**src/rtl/store_rmw_pkg.sv**
```systemverilog
// Shared encodings for the store read-modify-write block: store selects,
// FSM states and the word-read load-select constant.
package store_rmw_pkg;

    localparam logic [1:0] SEL_SW  = 2'b00;
    localparam logic [1:0] SEL_SB  = 2'b01;
    localparam logic [1:0] SEL_SH  = 2'b10;
    localparam logic [1:0] SEL_RSV = 2'b11;

    localparam logic [3:0] LOADSEL_WORD = 4'b0000;

    typedef enum logic [1:0] {
        ST_IDLE  = 2'b00,
        ST_READ  = 2'b01,
        ST_WRITE = 2'b10
    } state_e;

    // Sub-word stores must fetch the old word before merging.
    function automatic logic sel_needs_read(input logic [1:0] sel);
        return (sel == SEL_SB) || (sel == SEL_SH);
    endfunction

endpackage

```
**src/rtl/store_rmw_if.sv**
```systemverilog
// Store request channel plus data-memory port of store_rmw.
// The slave modport is the store_rmw side; master is requester plus memory.
interface store_rmw_if #(
    parameter int DM_WORDS = 128
);
    localparam int AW = $clog2(DM_WORDS);

    logic          req_valid;
    logic          req_ready;
    logic [1:0]    req_sel;
    logic [AW+1:0] req_addr;
    logic [31:0]   req_wdata;
    logic          dm_wr;
    logic [AW-1:0] dm_addr;
    logic [31:0]   dm_din;
    logic [3:0]    dm_loadsel;
    logic [31:0]   dm_rdata;
    logic          done;
    logic          err;

    modport master (
        output req_valid, req_sel, req_addr, req_wdata, dm_rdata,
        input  req_ready, dm_wr, dm_addr, dm_din, dm_loadsel, done, err
    );

    modport slave (
        input  req_valid, req_sel, req_addr, req_wdata, dm_rdata,
        output req_ready, dm_wr, dm_addr, dm_din, dm_loadsel, done, err
    );

endinterface

```
**src/rtl/store_merge.sv**
```systemverilog
// Combinational byte-lane merge of new store data into the old memory word.
module store_merge
    import store_rmw_pkg::*;
(
    input  logic [31:0] old_word,
    input  logic [31:0] new_data,
    input  logic [1:0]  sel,
    input  logic [1:0]  lane,
    output logic [31:0] merged
);

    // Replace the addressed lane(s); everything else comes from old_word.
    always_comb begin
        merged = old_word;
        case (sel)
            SEL_SW: merged = new_data;
            SEL_SB: begin
                case (lane)
                    2'b00:   merged[7:0]   = new_data[7:0];
                    2'b01:   merged[15:8]  = new_data[7:0];
                    2'b10:   merged[23:16] = new_data[7:0];
                    2'b11:   merged[31:24] = new_data[7:0];
                    default: merged        = old_word;
                endcase
            end
            SEL_SH: begin
                if (lane[1]) begin
                    merged[31:16] = new_data[15:0];
                end else begin
                    merged[15:0]  = new_data[15:0];
                end
            end
            default: merged = old_word;
        endcase
    end

endmodule

```
**src/rtl/store_rmw.sv**
```systemverilog
// Store unit doing read-modify-write for sb/sh and direct write for sw.
// Build option STORE_MISALIGN_TRAP_EN: reject sh with addr[0] set.
module store_rmw
    import store_rmw_pkg::*;
#(
    parameter int DM_WORDS = 128
) (
    input  logic       clk,
    input  logic       rstn,
    store_rmw_if.slave bus
);
    localparam int AW = $clog2(DM_WORDS);

    state_e        state_r;
    state_e        state_next_s;
    logic          accept_s;
    logic          reject_s;
    logic          start_s;
    logic          misalign_s;
    logic [1:0]    sel_r;
    logic [AW+1:0] addr_r;
    logic [31:0]   wdata_r;
    logic [31:0]   dm_din_r;
    logic [31:0]   merged_s;
    logic          req_ready_r;
    logic          dm_wr_r;
    logic          done_r;
    logic          err_r;

`ifdef STORE_MISALIGN_TRAP_EN
    assign misalign_s = (bus.req_sel == SEL_SH) && bus.req_addr[0];
`else
    assign misalign_s = 1'b0;
`endif

    // Handshake decode and next-state selection.
    always_comb begin
        accept_s     = bus.req_valid && (state_r == ST_IDLE);
        reject_s     = accept_s && ((bus.req_sel == SEL_RSV) || misalign_s);
        start_s      = accept_s && !reject_s;
        state_next_s = state_r;
        case (state_r)
            ST_IDLE: begin
                if (start_s) begin
                    if (sel_needs_read(bus.req_sel)) begin
                        state_next_s = ST_READ;
                    end else begin
                        state_next_s = ST_WRITE;
                    end
                end else begin
                    state_next_s = ST_IDLE;
                end
            end
            ST_READ:  state_next_s = ST_WRITE;
            ST_WRITE: state_next_s = ST_IDLE;
            default:  state_next_s = ST_IDLE;
        endcase
    end

    store_merge u_merge (
        .old_word (bus.dm_rdata),
        .new_data (wdata_r),
        .sel      (sel_r),
        .lane     (addr_r[1:0]),
        .merged   (merged_s)
    );

    // State register.
    always_ff @(posedge clk or negedge rstn) begin
        if (!rstn) begin
            state_r <= ST_IDLE;
        end else begin
            state_r <= state_next_s;
        end
    end

    // Request latches and registered outputs; rejected requests leave the memory-side registers untouched.
    always_ff @(posedge clk or negedge rstn) begin
        if (!rstn) begin
            sel_r       <= 2'b00;
            addr_r      <= '0;
            wdata_r     <= 32'h0000_0000;
            dm_din_r    <= 32'h0000_0000;
            req_ready_r <= 1'b1;
            dm_wr_r     <= 1'b0;
            done_r      <= 1'b0;
            err_r       <= 1'b0;
        end else begin
            req_ready_r <= (state_next_s == ST_IDLE);
            dm_wr_r     <= (state_next_s == ST_WRITE);
            done_r      <= (state_next_s == ST_WRITE) || reject_s;
            err_r       <= reject_s;
            if (start_s) begin
                sel_r   <= bus.req_sel;
                addr_r  <= bus.req_addr;
                wdata_r <= bus.req_wdata;
            end
            if (start_s && (bus.req_sel == SEL_SW)) begin
                dm_din_r <= bus.req_wdata;
            end else if (state_r == ST_READ) begin
                dm_din_r <= merged_s;
            end
        end
    end

    assign bus.req_ready  = req_ready_r;
    assign bus.dm_wr      = dm_wr_r;
    assign bus.dm_addr    = addr_r[AW+1:2];
    assign bus.dm_din     = dm_din_r;
    assign bus.dm_loadsel = LOADSEL_WORD;
    assign bus.done       = done_r;
    assign bus.err        = err_r;

endmodule

```
**src/flat_wrapper.sv**
```systemverilog
// flat-port wrapper written by rule: the top's interface ports become plain ports
module store_rmw_flat import store_rmw_pkg::*;
#(
    parameter int DM_WORDS = 128
)
  (clk, rstn, bus_req_valid, bus_req_sel, bus_req_addr, bus_req_wdata, bus_dm_rdata, bus_req_ready, bus_dm_wr, bus_dm_addr, bus_dm_din, bus_dm_loadsel, bus_done, bus_err);
  store_rmw_if #(.DM_WORDS(DM_WORDS)) bus_i ();
  input  logic clk;
  input  logic rstn;
  input wire logic [$bits(bus_i.req_valid)-1:0] bus_req_valid;
  input wire logic [$bits(bus_i.req_sel)-1:0] bus_req_sel;
  input wire logic [$bits(bus_i.req_addr)-1:0] bus_req_addr;
  input wire logic [$bits(bus_i.req_wdata)-1:0] bus_req_wdata;
  input wire logic [$bits(bus_i.dm_rdata)-1:0] bus_dm_rdata;
  output wire logic [$bits(bus_i.req_ready)-1:0] bus_req_ready;
  output wire logic [$bits(bus_i.dm_wr)-1:0] bus_dm_wr;
  output wire logic [$bits(bus_i.dm_addr)-1:0] bus_dm_addr;
  output wire logic [$bits(bus_i.dm_din)-1:0] bus_dm_din;
  output wire logic [$bits(bus_i.dm_loadsel)-1:0] bus_dm_loadsel;
  output wire logic [$bits(bus_i.done)-1:0] bus_done;
  output wire logic [$bits(bus_i.err)-1:0] bus_err;
  assign bus_i.req_valid = bus_req_valid;
  assign bus_i.req_sel = bus_req_sel;
  assign bus_i.req_addr = bus_req_addr;
  assign bus_i.req_wdata = bus_req_wdata;
  assign bus_i.dm_rdata = bus_dm_rdata;
  assign bus_req_ready = bus_i.req_ready;
  assign bus_dm_wr = bus_i.dm_wr;
  assign bus_dm_addr = bus_i.dm_addr;
  assign bus_dm_din = bus_i.dm_din;
  assign bus_dm_loadsel = bus_i.dm_loadsel;
  assign bus_done = bus_i.done;
  assign bus_err = bus_i.err;
  store_rmw #(.DM_WORDS(DM_WORDS)) u_core (.clk(clk), .rstn(rstn), .bus(bus_i));
endmodule
```
**config.mk**
```make
export PLATFORM = sky130hd
export DESIGN_NAME = store_rmw_flat
export DESIGN_NICKNAME = d
export VERILOG_FILES = /design/src/rtl/store_rmw_pkg.sv /design/src/rtl/store_rmw_if.sv /design/src/rtl/store_merge.sv /design/src/rtl/store_rmw.sv /design/src/flat_wrapper.sv
export SDC_FILE = /design/constraint.sdc
export NUM_CORES = 1
export LEC_CHECK = 0
export ABC_AREA = 1
export BUFFER_PORTS_ARGS = -buffer_cell sky130_fd_sc_hd__buf_4
export CORE_UTILIZATION = 45
export CTS_CLUSTER_SIZE = 24
export DETAILED_ROUTE_END_ITERATION = 10
export PLACE_DENSITY_LB_ADDON = 0.08
export RECOVER_POWER = 50
export SLEW_MARGIN = 40
export SYNTH_ARGS = -nofsm -noshare
export SYNTH_HDL_FRONTEND = slang
export SYNTH_SLANG_ARGS = --single-unit
```
**constraint.sdc**
```tcl
create_clock -name clk -period 1.8 [get_ports clk]
set_input_delay 0.27 -clock clk [delete_from_list [all_inputs] [get_ports clk]]
set_output_delay 0.27 -clock clk [all_outputs]
set_load 0.03 [all_outputs]
```
# Yosys cells after proc, flatten, opt, wreduce, memory -nomap -nowiden
# Cells that the tools add are included.
[classes]
n_reduce_logical = 13
n_eq_ne = 10
n_mux = 12
[ops]
columns = ["cell", "count"]
rows = [
  ["32-bit case mux with 3 select lines", 1],
  ["32-bit two-way mux", 2],
  ["16-bit two-way mux", 2],
  ["8-bit two-way mux", 4],
  ["2-bit == test (second input constant)", 6],
  ["2-bit logical NOT", 5],
  ["2-bit by 1-bit == test with 1-bit output (second input constant)", 4],
  ["1-bit logical AND", 4],
  ["2-bit two-way mux", 2],
  ["2-bit case mux with 2 select lines", 1],
  ["1-bit logical OR", 2],
  ["2-bit nonzero test", 1],
  ["1-bit logical NOT", 1],
]
[totals]
wordCells = 44
output_inout_bits = 47
register_bits = 81
in_bits = 78

# Logic depth before layout (Yosys ltp)
# Gate-level depths: netlist (run 1).
[depth]
depth_word = 9
depth_mapped = 9
mapped_depth_nobuf = 9

# Cells and area by module
# A second synthesis (run 1) with hierarchy kept.
[hier_totals]
hier_cells = 723
hier_area_um2 = 4938.5
[modules_own_cells]
columns = ["module", "cells_per_inst", "area_each_um2", "instances", "seq_area_each_um2"]
rows = [
  ["store_rmw", 440, 3628.5, 1, 2028.2],
  ["store_merge", 283, 1310.0, 1, 0.0],
]

# Worst setup path after synthesis (run 1)
# OpenSTA, ideal clock, no wires.
[synth_timing]
path_kind = "input -> register"
start = "input bus_req_sel[0]"
end = "register u_core.addr_r[0]"
n_path_buf = 1
required_ns = 1.670
slack_ns = 0.496
cell_stages = 6
t_arrival_ns = 1.174
path_cell_list = "ha_1 -> inv_1 -> nand3_2 -> inv_2 -> clkbuf_1 -> o21ai_0"
[synth_via]
elab_chain_len = 4
[synth_rtl]
columns = ["item", "line", "rtl"]
rows = [
  ["from (decl)", "flat_wrapper.sv:11", "input wire logic [$bits(bus_i.req_sel)-1:0] bus_req_sel;"],
  ["2-bit == test", "store_rmw.sv:39", "reject_s = accept_s && ((bus.req_sel == SEL_RSV) || misalign_s);"],
  ["1-bit logical AND", "store_rmw.sv:39", ""],
  ["1-bit logical NOT", "store_rmw.sv:40", "start_s = accept_s && !reject_s;"],
  ["1-bit logical AND", "store_rmw.sv:40", ""],
  ["to (signal assigned)", "store_rmw.sv:95", "addr_r <= bus.req_addr;"],
  ["to (decl)", "store_rmw.sv:21", "logic [AW+1:0] addr_r;"],
]
# No other way between the ends.
# A chain may end at the register's enable or synchronous reset.

# Worst setup path after layout (run 1)
[layout_timing]
start = "register u_core.sel_r[0]"
end = "register u_core.dm_din_r[10], in the netlist u_core.bus.dm_din[10]"
[layout_via]
elab_chain_len = 4
word_cells_on_any_way = 6
cone_classes = "eq/ne: 2; mux: 3; reduce/logical: 1"
[layout_rtl]
columns = ["item", "line", "rtl"]
rows = [
  ["from (decl)", "store_rmw.sv:20", "logic [1:0] sel_r;"],
  ["from (signal assigned)", "store_rmw.sv:94", "sel_r <= bus.req_sel;"],
  ["2-bit == test, or another cell as far along", "store_merge.sv:15", "case (sel)"],
  ["32-bit case mux with 3 select lines (*)", "store_merge.sv:15", ""],
  ["32-bit two-way mux (*)", "store_rmw.sv:100", "end else if (state_r == ST_READ) begin"],
  ["32-bit two-way mux (*)", "store_rmw.sv:98", "if (start_s && (bus.req_sel == SEL_SW)) begin"],
  ["to (signal assigned)", "store_rmw.sv:99", "dm_din_r <= bus.req_wdata;"],
  ["to (signal assigned)", "store_rmw.sv:101", "dm_din_r <= merged_s;"],
  ["to (decl)", "store_rmw.sv:23", "logic [31:0] dm_din_r;"],
]
# Every way passes the cells marked *; elsewhere a longest branch is shown, timed or not. The select of a mux whose other input is x is not followed.

==> results.txt, run 1 <==
Run status -> complete, no violations
Area leader, netlist -> dfrtp_1
Clock transition at the registers of the reported paths -> 0.09 ns
RSZ-0062 raised after global routing -> false
Primary FF master, synth -> dfrtp_1
DP Worst Slack -> 0.230 ns
Setup-failing EPs final -> 0
Post-synthesis async set-or-reset flop share -> 100%
Initial antenna violation count -> 0
Peak supply drop -> 0.710 mV
Critical path's slowest cell -> dfrtp_1
Worst endpoint required time -> 2.05 ns
Longest Clk Path Bufs -> 2
Die W -> 103 µm
CP most frequent cell -> nand2_1
H-tree lvl count -> 3
Critical path's top delay family -> flip-flops
Dominant cells by area after synthesis -> dfrtp_1 43%, nand2_1 17%, inv_1 6.8%
Vias per cell -> 4.87
Worst hold margin -> 0.111 ns
Crit path capture -> u_core.bus.dm_din[10]$_DFFE_PN0P_
Root Driver -> clkbuf_8
Most frequent cells in the layout -> 213 x nand2_1, 120 x buf_4, 83 x inv_1
CTS Buf Count -> 9
Starting DRT DRC Count -> 192
Post-Syn Area per Cell -> 7.08 µm²
Worst Setup Start Kind -> register
Layout area overhead -> 24.8%
Hpwl dp -> 9.52 mm
Post-CTS setup buffer count -> 0
TritonCTS clock tree -> yes
CP Capture Type -> register
Starting density of the core -> 46.7%
Rows -> 36
PwrDens -> 1360 nW/µm²
Crit path buf inv count -> 2
Share of the synthesized area in the top cell type -> 43.5%
Mapped Cells -> 651
Flop-to-flop setup slack -> 0.18 ns
Netlist cell types -> 29
Top-level I/O count -> 125
First-pass GRT wire length -> 20.0 mm
Crit path max fanout -> 16
Critical Path Start -> u_core.sel_r[0]$_DFFE_PN0P_
Gpl congestion -> 0.941
Grt total ovfl -> 0
Crit-path max cell delay -> 0.60 ns
Min cycle time layout -> 1.62 ns
Setup ws final -> 0.176 ns
Remaining antenna violation count -> 0
Reg2reg end -> u_core.bus.dm_din[10]$_DFFE_PN0P_
Die Y -> 103 µm
Worst clock skew -> 0.0125 ns
Sequential area share after synthesis -> 44.0%
Leakage Power -> 3.12 nW
GR Util All Layers -> 24.7%
Via count -> 4424
Setup TNS Final -> 0 ns
DR DRC count -> 0
Flops & latches, synth -> 81
Largest net degree at the start of global routing -> 54
Fin. Hold Viols -> 0
Clk_lat worst skew -> 0.35 ns
Number of synthesized flops with an enable pin -> 0
Port Buffer Count -> 120
Nets -> 850
Worst slew pin tran -> 0.963 ns
Drt pass-1 iters -> 4
Worst hold path class -> in2reg
Drt total wl -> 12.7 mm
Syn. warnings -> 0
Crit-path cells -> inv_1 > nand2_2 > buf_12 > nor2_1 > a21oi_1 > nand3_1 > nand2_1 > nand2_1
Vias in the first global route -> 4023
Final worst path period share -> 90.2%
Post-route cell area -> 5750 µm²
Fin. max-slew vios -> 0
Stages on worst setup path -> 8
Data arrival, critical path -> 1.87 ns
FF-to-FF path depth -> 8
Cell Area, Placed -> 5640 µm²
Placeable Area -> 9860 µm²
Reg-to-Reg Start -> u_core.sel_r[0]$_DFFE_PN0P_
Synthesized area -> 4610 µm²
Share of cells above drive strength 1 -> 19.6%
Slew HR -> 35.8%
Die footprint -> 10600 µm²
Wire per inst -> 14.0 µm
Peak Freq -> 0.616 GHz
TritonCTS Sinks -> 81
ANT cells -> 0
Most common cell after layout, fill and taps aside -> nand2_1
Kind of critical path -> reg2reg
Max cap viols -> 0
## synth_stat cells (2+ instances only)
cell      instances
nand2_1         213
buf_2            12
nand3_2           2
clkbuf_1          6
nor2_1           62
dfrtp_1          80
nand3_1          62
o22ai_1           8
buf_6             5
o21ai_0          50
nor2_4            2
a21oi_1          20
inv_2             3
buf_4            16
o211ai_1         13
inv_1            83
ha_1              2
## report_power, final
group	leakage (nW)	internal [W]	total (W)	switching, W
Clock	0.0888	0.000681	0.00136	0.000680
Sequential	1.00	0.00243	0.00280	0.000372
Combinational	2.03	0.00128	0.00368	0.00240
Total	3.12	0.00439	0.00784	0.00346
## worst min-delay path by stage
| stage | startpoint | slack [ns] | end | cells after the start |
|---|---|---|---|---|
| after floorplan | rstn | -0.03 | u_core.addr_r[0]$_DFFE_PN0P_ | 0 |
| after global placement | rstn | 0.27 | u_core.addr_r[7]$_DFFE_PN0P_ | 1 |
| after detailed placement | rstn | 0.28 | u_core.addr_r[7]$_DFFE_PN0P_ | 1 |
| after CTS | bus_req_addr[4] | 0.10 | u_core.addr_r[4]$_DFFE_PN0P_ | 3 |
| after global routing | bus_req_addr[7] | 0.12 | u_core.addr_r[7]$_DFFE_PN0P_ | 3 |
| final | bus_req_addr[4] | 0.11 | u_core.addr_r[4]$_DFFE_PN0P_ | 3 |
## cell type report
type,count,area (µm²)
repair buffers,145,1040
fillers,1011,4120
well taps,133,166
clock buffers,12,145
flip-flops and latches,81,2030
clock inverters,4,52.6
multi-input cells,446,1980
inverters,87,329
## registers in the layout, summed over array words and instances (netlist names)
signal,cells
u_core.wdata_r,32
u_core.addr_r,9
u_core.bus.err,1
u_core.state_r,2
u_core.bus.dm_din,32
u_core.sel_r,2
u_core.bus.done,1
u_core.bus.req_ready,1
u_core.bus.dm_wr,1
## stage by stage
stage	instances	util, %	power [W]
2_1_floorplan	654	-	0.00531
6_report	908	58.3	0.00784
3_5_place_dp	891	57.2	0.00666
5_1_grt	908	58.3	0.00840
3_3_place_gp	891	57.2	0.00663
4_1_cts	908	59.3	0.00804
## worst reg2reg max path, cell delays in order (launching register included)
cell and delay [ns]:
dfrtp_1 0.60, inv_1 0.18, nand2_2 0.17, buf_12 0.15, nor2_1 0.05, a21oi_1 0.16
nand3_1 0.11, nand2_1 0.07, nand2_1 0.05
## kinds of logic (layout without fill, tap and decap cells)
family	count (synthesis)	in the layout	synth area share [%]
adders and majority gates	2	2	0.543
DFF	81	81	44.0
other	1	4	0.0814
AOI/OAI and AO/OA	93	93	11.2
buffers and inverters	127	248	12.9
and+or+nand+nor	347	347	31.3
## routing by layer
metal,up-vias,wire length (µm),track usage (%)
met4,0,81,3.90
met3,8,625,3.70
li1,2254,-,-
met1,2018,6470,37.3
met2,144,5560,38.2
met5,-,0,0
## repair_timing
action | in CTS | in global routing
hold buffers | 1 | 0
gates resized for setup | 0 | 0
hold endpoints to repair | 35 | 0
No activity file was read; power rests on OpenSTA's default activity.
==> inputs of run 2 (changes only) <==
- CORE_UTILIZATION: 45 -> 50
- SLEW_MARGIN: 40 -> unset
==> results.txt, run 2 (synthesis results as in run 1) <==
Non-Filler Instances -> 879
Starting density of the core -> 52.3%
Peak Freq -> 0.654 GHz
ANT cells -> 0
Vias per cell -> 5.09
Clk_lat worst skew -> 0.36 ns
Port Buffer Count -> 120
Fin. max-slew vios -> 0
Clock Power Share -> 17.3%
Most frequent cells in the layout -> 213 x nand2_1, 119 x buf_4, 83 x inv_1
Nets -> 846
Die W -> 98.0 µm
CP Capture Type -> register
RSZ-0062 raised after global routing -> false
Critical path's slowest cell -> dfrtp_1
Root Driver -> clkbuf_8
Worst Setup Start Kind -> register
Data arrival, critical path -> 1.78 ns
Initial antenna violation count -> 0
Worst hold path class -> in2reg
Worst hold margin -> 0.103 ns
Fin. Hold Viols -> 0
Peak supply drop -> 0.776 mV
Sequential share of power -> 35.9%
Min cycle time layout -> 1.53 ns
Clock transition at the registers of the reported paths -> 0.08 ns
Hpwl dp -> 9.02 mm
Switching pwr -> 0.00345 W
Crit-path cells -> nand2_1 > inv_1 > nor2_1 > nand2_1 > nand3_1 > nor2_1 > nor2_1
Leakage Power -> 3.11 nW
Crit-path max cell delay -> 0.51 ns
Post-CTS setup buffer count -> 0
Wire per inst -> 14.0 µm
PwrDens -> 1370 nW/µm²
Setup TNS Final -> 0 ns
TritonCTS clock tree -> yes
DR DRC count -> 9
Fillers -> 814
Placed insts -> 862
Critical path's top delay family -> simple AND/OR/NAND/NOR gates
Drt total wl -> 12.3 mm
TritonCTS Sinks -> 81
Final worst path period share -> 85.0%
Setup-failing EPs final -> 0
Logic pwr share -> 46.8%
Failing checks -> design-rule violations
Most common cell after layout, fill and taps aside -> nand2_1
Worst clock skew -> 0.0131 ns
Run status -> finished, violations left
Rows -> 34
Area of the multi-input gates -> 1980 µm²
Max cap viols -> 0
Share of cells above drive strength 1 -> 19.5%
Via count -> 4470
CTS Buf Count -> 9
Layout area overhead -> 23.9%
Largest net degree at the start of global routing -> 82
Crit path buf inv count -> 1
Grt total ovfl -> 0
Register area -> 2030 µm²
Die footprint -> 9600 µm²
Die Y -> 98.0 µm
H-tree lvl count -> 3
Starting DRT DRC Count -> 334
GR Util All Layers -> 27.6%
Gpl congestion -> 0.913
CP most frequent cell -> nor2_1
First-pass GRT wire length -> 20.9 mm
Worst endpoint required time -> 2.05 ns
Switch share -> 44.1%
Kind of critical path -> reg2reg
Top-level I/O count -> 125
Vias in the first global route -> 4324
P_int -> 0.00438 W
Placeable Area -> 8810 µm²
Remaining antenna violation count -> 0
Crit path max fanout -> 13
Longest Clk Path Bufs -> 2
Drt pass-1 iters -> 8
run 2: cell count changes in the layout (fill, tap and decap cells not counted), sizes merged:
cell,change
clkbuf,-3
buf,-1
run 2: per-stage QoR:
stage               area, µm²  power [W]  utilization (%)  setup WS, ns
finish                   5710    0.00783             64.8         0.270
global route             5710    0.00839             64.8        0.0834
global placement         5580    0.00655             63.3         0.283
detailed placement       5580    0.00661             63.3         0.228
CTS                      5790    0.00798             65.7         0.213
floorplan                4620    0.00531                -         0.496
run 2: layer usage:
metal / global-route usage (%) / wire length, µm
met2: 40.0 / 5310
met1: 41.1 / 5890
met3: 4.29 / 897
met4: 11.3 / 253
met5: 0 / 0
run 2: power by group through the flow:
| stage | Combinational, W | Sequential, W | Clock (W) |
|---|---|---|---|
| floorplan | 0.00182 | 0.00348 | 0 |
| finish | 0.00366 | 0.00281 | 0.00135 |
| CTS | 0.00380 | 0.00281 | 0.00137 |
| detailed placement | 0.00378 | 0.00283 | 0 |
| global placement | 0.00373 | 0.00282 | 0 |
| global route | 0.00406 | 0.00288 | 0.00144 |
run 2: worst reg2reg max path: stages (launching register included):
cell and delay, ns:
dfrtp_1 0.51, nand2_1 0.19, inv_1 0.36, nor2_1 0.08, nand2_1 0.08, nand3_1 0.07, nor2_1 0.09, nor2_1 0.05
run 2: cell type report:
type / instances / area share, %
flip-flops and latches: 81 / 35.6
multi-input cells: 446 / 34.8
inverters: 87 / 5.77
clock buffers: 12 / 2.54
well taps: 108 / 2.37
repair buffers: 141 / 18.1
clock inverters: 4 / 0.921
run 2: path summary, 6_finish.rpt:
kind                                                   from                                to  slack, ns  depth (start not counted)
min reg2reg                u_core.bus.dm_din[9]$_DFFE_PN0P_  u_core.bus.dm_din[9]$_DFFE_PN0P_       0.49                          2
max reg2reg                     u_core.sel_r[0]$_DFFE_PN0P_  u_core.bus.dm_din[6]$_DFFE_PN0P_       0.27                          7
max in group asynchronous                              rstn    u_core.bus.req_ready$_DFF_PN1_       0.92                          3
max                             u_core.sel_r[0]$_DFFE_PN0P_  u_core.bus.dm_din[6]$_DFFE_PN0P_       0.27                          7
min in group asynchronous                              rstn      u_core.addr_r[4]$_DFFE_PN0P_       0.52                          3
min                                         bus_req_addr[2]      u_core.addr_r[2]$_DFFE_PN0P_       0.10                          3
run 2: timing repair:
action / CTS / global route
setup endpoints to repair: 0 / 1
hold buffers: 1 / 0
resized for setup: 0 / 1
endpoints found under the hold margin: 80 / 0
==> inputs of run 3 (changes only) <==
- CORE_UTILIZATION: 50 -> 48
- clock period: 1.8 -> 1.2 ns (I/O delays scaled with it)
==> results.txt, run 3 (synthesis results as in run 1) <==
Run status -> finished, violations left
Failing checks -> negative setup slack
Remaining antenna violation count -> 0
Initial antenna violation count -> 0
Largest net degree at the start of global routing -> 34
Worst clock skew -> 0.0114 ns
Wire per inst -> 14.7 µm
CP most frequent cell -> nand2_1
Worst Hold Depth -> 3
Final worst path period share -> 116%
Clock transition at the registers of the reported paths -> 0.09 ns
Worst slew pin tran -> 0.586 ns
Placeable Area -> 9280 µm²
DR DRC count -> 0
Non-Filler Instances -> 941
Min cycle time layout -> 1.39 ns
Grt total ovfl -> 0
Min-delay src -> bus_req_addr[4]
Nets -> 887
Clk_lat worst skew -> 0.35 ns
Reg-to-Reg Start -> u_core.state_r[0]$_DFF_PN0_
Layout area overhead -> 47.7%
Top-level I/O count -> 125
Die W -> 100 µm
Fin. Hold Viols -> 0
Via count -> 4809
Worst hold margin -> 0.0189 ns
Gpl congestion -> 0.912
Worst hold path class -> in2reg
Critical path's slowest cell -> dfrtp_1
Register area -> 2030 µm²
Area of the multi-input gates -> 2420 µm²
TritonCTS Sinks -> 81
Vias per cell -> 5.11
Setup TNS Final -> -10.55 ns
CP Capture Type -> register
Starting DRT DRC Count -> 307
Crit path buf inv count -> 3
Slew HR -> 61.0%
Worst hold endpoint -> u_core.addr_r[4]$_DFFE_PN0P_
Crit-path cells -> nor2_4 > nand4_4 > nand2_4 > inv_4 > buf_12 > nand2_2 > nand2_1 > inv_1 > nand2_1
Crit path max fanout -> 9
Share of cells above drive strength 1 -> 38.5%
Longest Clk Path Bufs -> 2
Drt pass-1 iters -> 6
RSZ-0062 raised after global routing -> true
GR Util All Layers -> 26.8%
Fillers -> 746
Most frequent cells in the layout -> 171 x nand2_1, 148 x buf_4, 77 x dfrtp_1
Drt total wl -> 13.9 mm
Hpwl dp -> 9.67 mm
Root Driver -> clkbuf_8
Data arrival, critical path -> 1.63 ns
Max cap viols -> 0
Fin. max-slew vios -> 0
Peak Freq -> 0.717 GHz
Vias in the first global route -> 4273
Most common cell after layout, fill and taps aside -> nand2_1
Peak supply drop -> 1.20 mV
Worst endpoint required time -> 1.44 ns
Setup-failing EPs final -> 79
Port Buffer Count -> 120
CTS Buf Count -> 9
Setup ws final -> -0.194 ns
Reg2reg end -> u_core.bus.dm_din[19]$_DFFE_PN0P_
PwrDens -> 1930 nW/µm²
Die footprint -> 9990 µm²
Placed insts -> 912
Leakage Power -> 3.65 nW
H-tree lvl count -> 3
Critical path's top delay family -> simple AND/OR/NAND/NOR gates
Final Power -> 0.0131 W
Kind of critical path -> reg2reg
First-pass GRT wire length -> 21.2 mm
Worst Setup Start Kind -> register
FF-to-FF path depth -> 9
Starting density of the core -> 49.6%
Fin util -> 73.3%
TritonCTS clock tree -> yes
Crit-path max cell delay -> 0.43 ns
ANT cells -> 0
Flop-to-flop setup slack -> -0.19 ns
Die Y -> 100 µm
Rows -> 35
run 3: final cells by class:
cell class                 count  area share, %
multi-input combinational    446           35.6
clock inverter                 5          0.570
inverter                      87           5.17
clock buffer                  11           2.23
sequential                    81           29.9
timing repair buffer         182           24.2
tap                          129           2.37
run 3: repair_timing:
action / 4_1_cts / 5_1_grt
gates resized for setup: 36 / 142
hold endpoints to repair: 19 / 0
hold buffers: 1 / 0
pin swaps: 8 / 14
setup endpoints to repair: 71 / 80
setup buffers: 2 / 4
gates cloned: 0 / 6
run 3: worst max-delay path by stage:
stage                                      from                                 to  slack (ns)  cells after the start
floorplan           u_core.state_r[0]$_DFF_PN0_   u_core.bus.dm_din[0]$_DFFE_PN0P_       -0.06                      8
global placement    u_core.sel_r[0]$_DFFE_PN0P_  u_core.bus.dm_din[12]$_DFFE_PN0P_       -0.22                      8
detailed placement               bus_req_sel[0]   u_core.bus.dm_din[9]$_DFFE_PN0P_       -0.24                      8
CTS                 u_core.state_r[0]$_DFF_PN0_  u_core.bus.dm_din[19]$_DFFE_PN0P_       -0.16                      9
global route        u_core.state_r[0]$_DFF_PN0_  u_core.bus.dm_din[23]$_DFFE_PN0P_       -0.27                      9
finish              u_core.state_r[0]$_DFF_PN0_  u_core.bus.dm_din[19]$_DFFE_PN0P_       -0.19                      9
run 3: where the power goes:
group	switching, W	internal [W]	total [W]
sequential	0.000605	0.00365	0.00425
combinational	0.00412	0.00284	0.00696
clock	0.00103	0.000876	0.00190
run 3: metrics by stage:
step | instance area [µm²] | setup WS, ns
after floorplan | 4630 | -0.0597
after global placement | 5940 | -0.217
after detailed placement | 5940 | -0.244
after CTS | 6270 | -0.162
after global routing | 6800 | -0.273
final | 6800 | -0.194
run 3: worst reg2reg max path: stages, from the launching register on:
cell and delay [ns]:
dfrtp_1 0.43, nor2_4 0.17, nand4_4 0.15, nand2_4 0.13, inv_4 0.05, buf_12 0.13
nand2_2 0.06, nand2_1 0.06, inv_1 0.05, nand2_1 0.05
run 3: layer usage:
layer | share of wire (%) | vias up | track usage [%]
met4 | 2.5 | 0 | 8.36
li1 | - | 2336 | -
met3 | 5.4 | 32 | 3.48
met2 | 47 | 193 | 42.2
met5 | 0 | - | 0
met1 | 46 | 2248 | 38.8
